===== config.mk =====
export PLATFORM = sky130hd
export DESIGN_NAME = pipe_stage_skid
export DESIGN_NICKNAME = d
export VERILOG_FILES = /design/src/rtl/pipe_stage_skid.sv
export SDC_FILE = /design/constraint.sdc
export NUM_CORES = 1
export LEC_CHECK = 0
export CAP_MARGIN = 20
export CORE_AREA = 2 2 136 138
export CTS_BUF_LIST = sky130_fd_sc_hd__clkbuf_8 sky130_fd_sc_hd__clkbuf_16
export DETAILED_ROUTE_END_ITERATION = 8
export DIE_AREA = 0 0 138 140
export PLACE_DENSITY = 0.85
export SLEW_MARGIN = 20
export SYNTH_ARGS = -nofsm -noshare
export SYNTH_HDL_FRONTEND = slang
export SYNTH_SLANG_ARGS = --single-unit
export TNS_END_PERCENT = 100

===== constraint.sdc =====
create_clock -name clk -period 11.8 [get_ports clk]
set_input_delay 2.36 -clock clk [delete_from_list [all_inputs] [get_ports clk]]
set_output_delay 2.36 -clock clk [all_outputs]
set_load 0.02 [all_outputs]

===== src/rtl/pipe_stage_skid.sv =====
// One pipeline stage with valid/ready handshake, optional skid entry,
// exception/flush squash and a saturating back-pressure counter.
module pipe_stage_skid #(
    parameter int              PAYLOAD_W = 64,
    parameter int              PC_W      = 32,
    parameter logic [PC_W-1:0] RESET_PC  = 32'h0000_3000,
    parameter logic [PC_W-1:0] EXC_PC    = 32'h0000_4180,
    parameter bit              SKID      = 1'b1,
    parameter int              CNT_W     = 16
) (
    input  logic                 clk,
    input  logic                 reset,
    input  logic                 req,
    input  logic                 flush,
    input  logic                 in_valid,
    output logic                 in_ready,
    input  logic [PC_W-1:0]      in_pc,
    input  logic [PAYLOAD_W-1:0] in_payload,
    output logic                 out_valid,
    input  logic                 out_ready,
    output logic [PC_W-1:0]      out_pc,
    output logic [PAYLOAD_W-1:0] out_payload,
    output logic [1:0]           occupancy,
    output logic [CNT_W-1:0]     stall_cnt
);

    logic                 skid_valid;
    logic [PC_W-1:0]      skid_pc;
    logic [PAYLOAD_W-1:0] skid_payload;

    logic                 main_valid_n;
    logic [PC_W-1:0]      main_pc_n;
    logic [PAYLOAD_W-1:0] main_payload_n;
    logic                 skid_valid_n;
    logic [PC_W-1:0]      skid_pc_n;
    logic [PAYLOAD_W-1:0] skid_payload_n;
    logic [CNT_W-1:0]     stall_cnt_n;
    logic                 accept;
    logic                 drain;

    // With a skid entry, ready depends only on stored state, breaking the
    // combinational out_ready -> in_ready path.
    generate
        if (SKID) begin : g_skid_ready
            assign in_ready = !skid_valid;
        end else begin : g_single_ready
            assign in_ready = !out_valid || out_ready;
        end
    endgenerate

    assign accept = in_valid && in_ready;
    assign drain  = out_valid && out_ready;

    always_comb begin
        main_valid_n   = out_valid;
        main_pc_n      = out_pc;
        main_payload_n = out_payload;
        skid_valid_n   = skid_valid;
        skid_pc_n      = skid_pc;
        skid_payload_n = skid_payload;
        stall_cnt_n    = stall_cnt;

        if (out_valid && !out_ready && (stall_cnt != {CNT_W{1'b1}}))
            stall_cnt_n = stall_cnt + CNT_W'(1);

        if (req || flush) begin
            // Squash: the bubble carries EXC_PC on redirect, else the killed PC.
            main_valid_n   = 1'b0;
            main_pc_n      = req ? EXC_PC : in_pc;
            main_payload_n = '0;
            skid_valid_n   = 1'b0;
            skid_pc_n      = '0;
            skid_payload_n = '0;
        end else if (SKID) begin
            if (!out_valid || drain) begin
                if (skid_valid) begin
                    main_valid_n   = 1'b1;
                    main_pc_n      = skid_pc;
                    main_payload_n = skid_payload;
                    skid_valid_n   = accept;
                    if (accept) begin
                        skid_pc_n      = in_pc;
                        skid_payload_n = in_payload;
                    end
                end else if (accept) begin
                    main_valid_n   = 1'b1;
                    main_pc_n      = in_pc;
                    main_payload_n = in_payload;
                end else begin
                    main_valid_n = 1'b0;
                end
            end else if (accept) begin
                skid_valid_n   = 1'b1;
                skid_pc_n      = in_pc;
                skid_payload_n = in_payload;
            end
        end else begin
            if (accept) begin
                main_valid_n   = 1'b1;
                main_pc_n      = in_pc;
                main_payload_n = in_payload;
            end else if (drain) begin
                main_valid_n = 1'b0;
            end
        end
    end

    always_ff @(posedge clk or posedge reset) begin
        if (reset) begin
            out_valid    <= 1'b0;
            out_pc       <= RESET_PC;
            out_payload  <= '0;
            skid_valid   <= 1'b0;
            skid_pc      <= '0;
            skid_payload <= '0;
            occupancy    <= 2'd0;
            stall_cnt    <= '0;
        end else begin
            out_valid    <= main_valid_n;
            out_pc       <= main_pc_n;
            out_payload  <= main_payload_n;
            skid_valid   <= skid_valid_n;
            skid_pc      <= skid_pc_n;
            skid_payload <= skid_payload_n;
            occupancy    <= {1'b0, main_valid_n} + {1'b0, skid_valid_n};
            stall_cnt    <= stall_cnt_n;
        end
    end

endmodule

* Word level (Yosys, flattened, before mapping)
Cells that the tools add are included.
** Storage, ports and cells
- Bits in registers :: 212
- Input port bits :: 102
- Output and inout bits :: 116
- Logic and storage cells :: 49
** Operators by class
- $add $sub $neg :: 2
- Equal/unequal tests :: 2
- Mux-type cells :: 25
- Reductions and logical operators :: 12
** Operator list (number)
- 64-bit two-way mux :: 8
- 32-bit two-way mux :: 9
- 16-bit by 1-bit adder with 16-bit output (second input constant) :: 1
- 16-bit != test (second input constant) :: 1
- 1-bit two-way mux :: 8
- 1-bit logical AND :: 4
- 1-bit zero test :: 3
- 3-bit != test (second input constant) :: 1
- 3-bit nonzero test :: 1
- 1-bit by 1-bit adder with 2-bit output :: 1
- 1-bit logical OR :: 2
- 2-bit AND reduction :: 1
- 2-bit nonzero test :: 1

* Logic depth before layout (Yosys ltp)
- Word-level depth :: 7
- Depth in mapped cells :: 8
- Depth with buffers taken out :: 5

* Worst setup path before layout
Ideal clock, no wire load.
- Kind :: input to register
- Start :: input req
- End :: register occupancy[0]
- Setup time :: 126 ps
- Arrival :: 3629 ps
- Required time :: 11674 ps
- Setup slack :: 8045 ps
- Stages on the path :: 7
- Path buffers :: 4
- Cell sequence :: clkbuf_1 > or2_1 > buf_2 > buf_2 > buf_1 > a21oi_1 > ha_1
** Between the ends
- Cells in the longest elaborated chain, start to end :: 3
- Elaborated cells between the ends (all ways) :: 4
- Those cells by class :: add/sub: 1; mux: 2; reduce/logical: 1
** RTL lines
- start, declared :: line 13 : input logic req,
- 1-bit logical OR :: line 66 : if (req || flush) begin
- 1-bit two-way mux :: line 66
- net main_valid_n :: line 31 : logic main_valid_n;
- 1-bit by 1-bit adder with 2-bit output :: line 125 : occupancy <= {1'b0, main_valid_n} + {1'b0, skid_valid_n};
- end signal, assigned :: line 125
- end, declared :: line 23 : output logic [1:0] occupancy,
The timed path passes the listed nets, and every way through them passes these cells.
A chain may end at the register's enable or synchronous reset.

* Worst setup path after layout
- Start :: input req
- End :: register occupancy[0]
** Between the ends
- Cells in the longest elaborated chain, start to end :: 3
- Elaborated cells between the ends (all ways) :: 4
- Those cells by class :: add/sub: 1; mux: 2; reduce/logical: 1
** RTL lines
- 1-bit logical OR :: line 66
- 1-bit two-way mux :: line 66
- net skid_valid_n :: line 34 : logic skid_valid_n;
- 1-bit by 1-bit adder with 2-bit output :: line 125
The timed path passes the listed nets, and every way through them passes these cells.

==> results.py <==
metrics = {
    "clocking": {
        "postCtsSetupRepairBufs": 0,
        "root_buffer": "clkbuf_16",
        "clockBufferDepth": 3,
        "cts.sinks": 212,
        "cts_buffers": 22,
        "ctsHtreeMaxLevel": 1,
        "cts_tree": "yes",
        "clk_pin_slew_ns": 0.06,
        "cts-hold-fix-buffers": 0,
        "insertion_delay_ns": 0.49,
        "cts_resized": 0,
    },
    "timing": {
        "fin_crit_ns": 4.89,
        "hold_viol": 0,
        "period_share": 0.414,
        "max_freq_mhz": 205,
        "finClkSkew_ns": 0.00949,
        "max_slew.worst_pin.slew_ns": 1.07,
        "rsz0062_at_grt": "false",
        "finalSetupTns_ns": 0,
        "slew_viol_final": 0,
        "slew_headroom": 0.286,
        "setup_viol_count_final": 0,
    },
    "pwr": {
        "netSwitchingFraction": 0.250,
        "p_int_mw": 1.23,
        "p_leak_nw": 4.85,
        "switching_power_uw": 409,
        "cellPowerDensity_nw_per_um2": 133,
        "ir_worst_vdd_v": 0.0000979,
        "clkPwrFrac": 0.399,
        "combPwrFrac": 0.126,
        "seqPwrFrac": 0.475,
    },
    "layout": {
        "stdcell_count": 1356,
        "diodes": 0,
        "syn_to_final_growth_pct": 30.9,
        "final_common_cell": "nand2_1",
        "drive_above_1_share": 0.0550,
        "layout.cells.most_common_list": "295 x nand2_1, 217 x clkdlybuf4s50_1, 209 x dfrtp_1",
        "multi_input_area_um2": 3760,
        "fillers": 1327,
        "nets": 1217,
        "seq_area_um2": 5310,
        "utilization": 0.693,
    },
    "detailed_routing": {
        "vias": 7572,
        "wl_per_cell_um": 17.3,
        "firstDrtPassIters": 5,
        "drc": 0,
        "drt.antenna.violating_nets": 0,
        "avgViaCountPerCell": 5.58,
        "drt_iter0_drc": 501,
        "routed_wirelength_mm": 23.5,
    },
    "critical_path": {
        "criticalPathCategory": "input pin to flip-flop",
        "cp.arrival_ns": 5.26,
        "cp_common_cell": "buf_4",
        "critPathLaunchType": "input pin",
        "cp_max_fo": 94,
        "worst_path_largest_cell_delay_ns": 0.85,
        "critPathSlowestCell": "buf_4",
        "required_ns": 12.18,
        "crit_chain": "clkdlybuf4s50_1 -> buf_4 -> or2_4 -> buf_4 -> nor3_1 -> ha_1",
        "end_kind": "flip-flop",
    },
    "die": {
        "floorplan.die.height_um": 140,
        "row_count": 49,
        "fp.dieW_um": 138,
        "core_um2": 17800,
        "initial_utilization": 0.530,
        "dieArea_um2": 19300,
        "design.portCount": 218,
    },
    "grt": {
        "grt_util_all_layers": 0.239,
        "first_global_vias": 7485,
        "overflow": 0,
        "grt_pass1_wl_mm": 38.2,
        "grt_max_degree": 137,
        "antenna_found_initial": 0,
    },
    "placed_design": {
        "dp_hpwl_mm": 14.7,
        "routabilityCongestion": 0.817,
        "dp.cells": 1318,
        "port_buffers": 217,
    },
    "yosys": {
        "yosysUniqueCellTypes": 37,
        "netlist_area_um2": 9420,
        "synth-seq-area-share": 0.564,
        "yosys_register_bits": 212,
        "synthCells": 937,
        "yosysWarnings": 0,
        "syn_area_per_cell_um2": 10.0,
        "syn_nets": 1041,
    },
    "min_path": {
        "hp-class": "flip-flop to flip-flop",
    },
    "flow_run": {
        "cap_violations": 0,
    },
    "outcome": {
        "status": "finished clean",
    },
}
## registers in the layout, indices dropped and copies added, names as in the netlist
| register | cells |
|---|---|
| out_valid | 1 |
| skid_pc | 32 |
| occupancy | 2 |
| out_pc | 32 |
| stall_cnt | 16 |
| skid_payload | 64 |
| skid_valid | 1 |
| out_payload | 64 |
## worst max-delay path: cells and delay by family
kind	cells	cell delay, ns
buffers and inverters	3	1.63
adders and majority gates	1	0.32
and+or+nand+nor	2	0.92
## metrics by stage
stage	hold slack (ns)	cell area [µm²]	power (mW)	setup slack, ns
4_1_cts	0.472	12300	1.65	6.92
3_5_place_dp	0.463	11600	0.995	6.40
6_report	0.471	12300	1.64	6.91
5_1_grt	0.496	12300	1.70	6.74
2_1_floorplan	0.501	9420	0.884	3.65
3_3_place_gp	0.458	11600	0.991	6.38
## kinds of logic after synthesis
| family | synth area share |
|---|---|
| adder cells (fa/ha/maj) | 0.00266 |
| buffers and inverters | 0.0389 |
| XOR/XNOR | 0.0112 |
| flip-flops | 0.564 |
| AO/OA/AOI/OAI | 0.131 |
| AND/OR/NAND/NOR | 0.150 |
| multiplexers | 0.102 |
## per-layer routing
metal	routed length, µm	vias to the layer above	global-route usage	part of all wire
met2	11400	295	0.398	0.48
li1	-	3566	-	-
met3	1590	48	0.0397	0.068
met4	618	0	0.0725	0.026
met1	9900	3663	0.326	0.42
met5	0	-	0	0
## layout make-up
type	instances	area share
flip-flops and latches	212	0.431
multi-input cells	646	0.305
repair buffers	227	0.184
clock buffers	27	0.0511
well taps	229	0.0232
clock inverters	11	0.00426
inverters	4	0.00183
## final timing paths
kind / start / to / slack (ns) / cells past startpoint
setup / recovery: req / occupancy[0] / 6.91 / 6
hold / removal: out_pc[12] / out_pc[12] / 0.47 / 2
setup reg to reg: out_valid / skid_pc[20] / 8.92 / 5
hold reg to reg: out_pc[12] / out_pc[12] / 0.47 / 2
max in group asynchronous: reset / skid_payload[54] / 7.77 / 3
min in group asynchronous: reset / out_payload[53] / 2.48 / 2
## Yosys cell counts, drive strengths merged
master,n,area [µm²]
nand4b,1,8.76
nand3,5,25.0
o21ai,3,15.0
or3,1,11.3
or2,2,12.5
nor2b,4,25.0
xnor2,6,52.6
inv,4,15.0
nand2,295,1110
nand3b,2,15.0
nor3,3,15.0
nor2,8,32.5
or4,2,15.0
xor2,6,52.6
nor4,4,43.8
dfstp,2,52.6
nand4,6,50.0
o31ai,93,698
and4,1,8.76
nor3b,2,26.3
mux2,3,33.8
and3,1,6.26
buf,49,254
dfrtp,210,5260
a21oi,99,499
ha,2,25.0
clkbuf,26,97.6
nand2b,1,8.76
mux2i,93,931
a211oi,3,22.5
## power groups by stage
stage	Sequential, mW	Clock (mW)	Combinational, mW
finish	0.777	0.654	0.205
global route	0.780	0.698	0.219
CTS	0.777	0.668	0.207
detailed placement	0.789	0	0.206
global placement	0.789	0	0.203
floorplan	0.816	0	0.0676
Note: power is estimated with default switching activity, not from simulation.
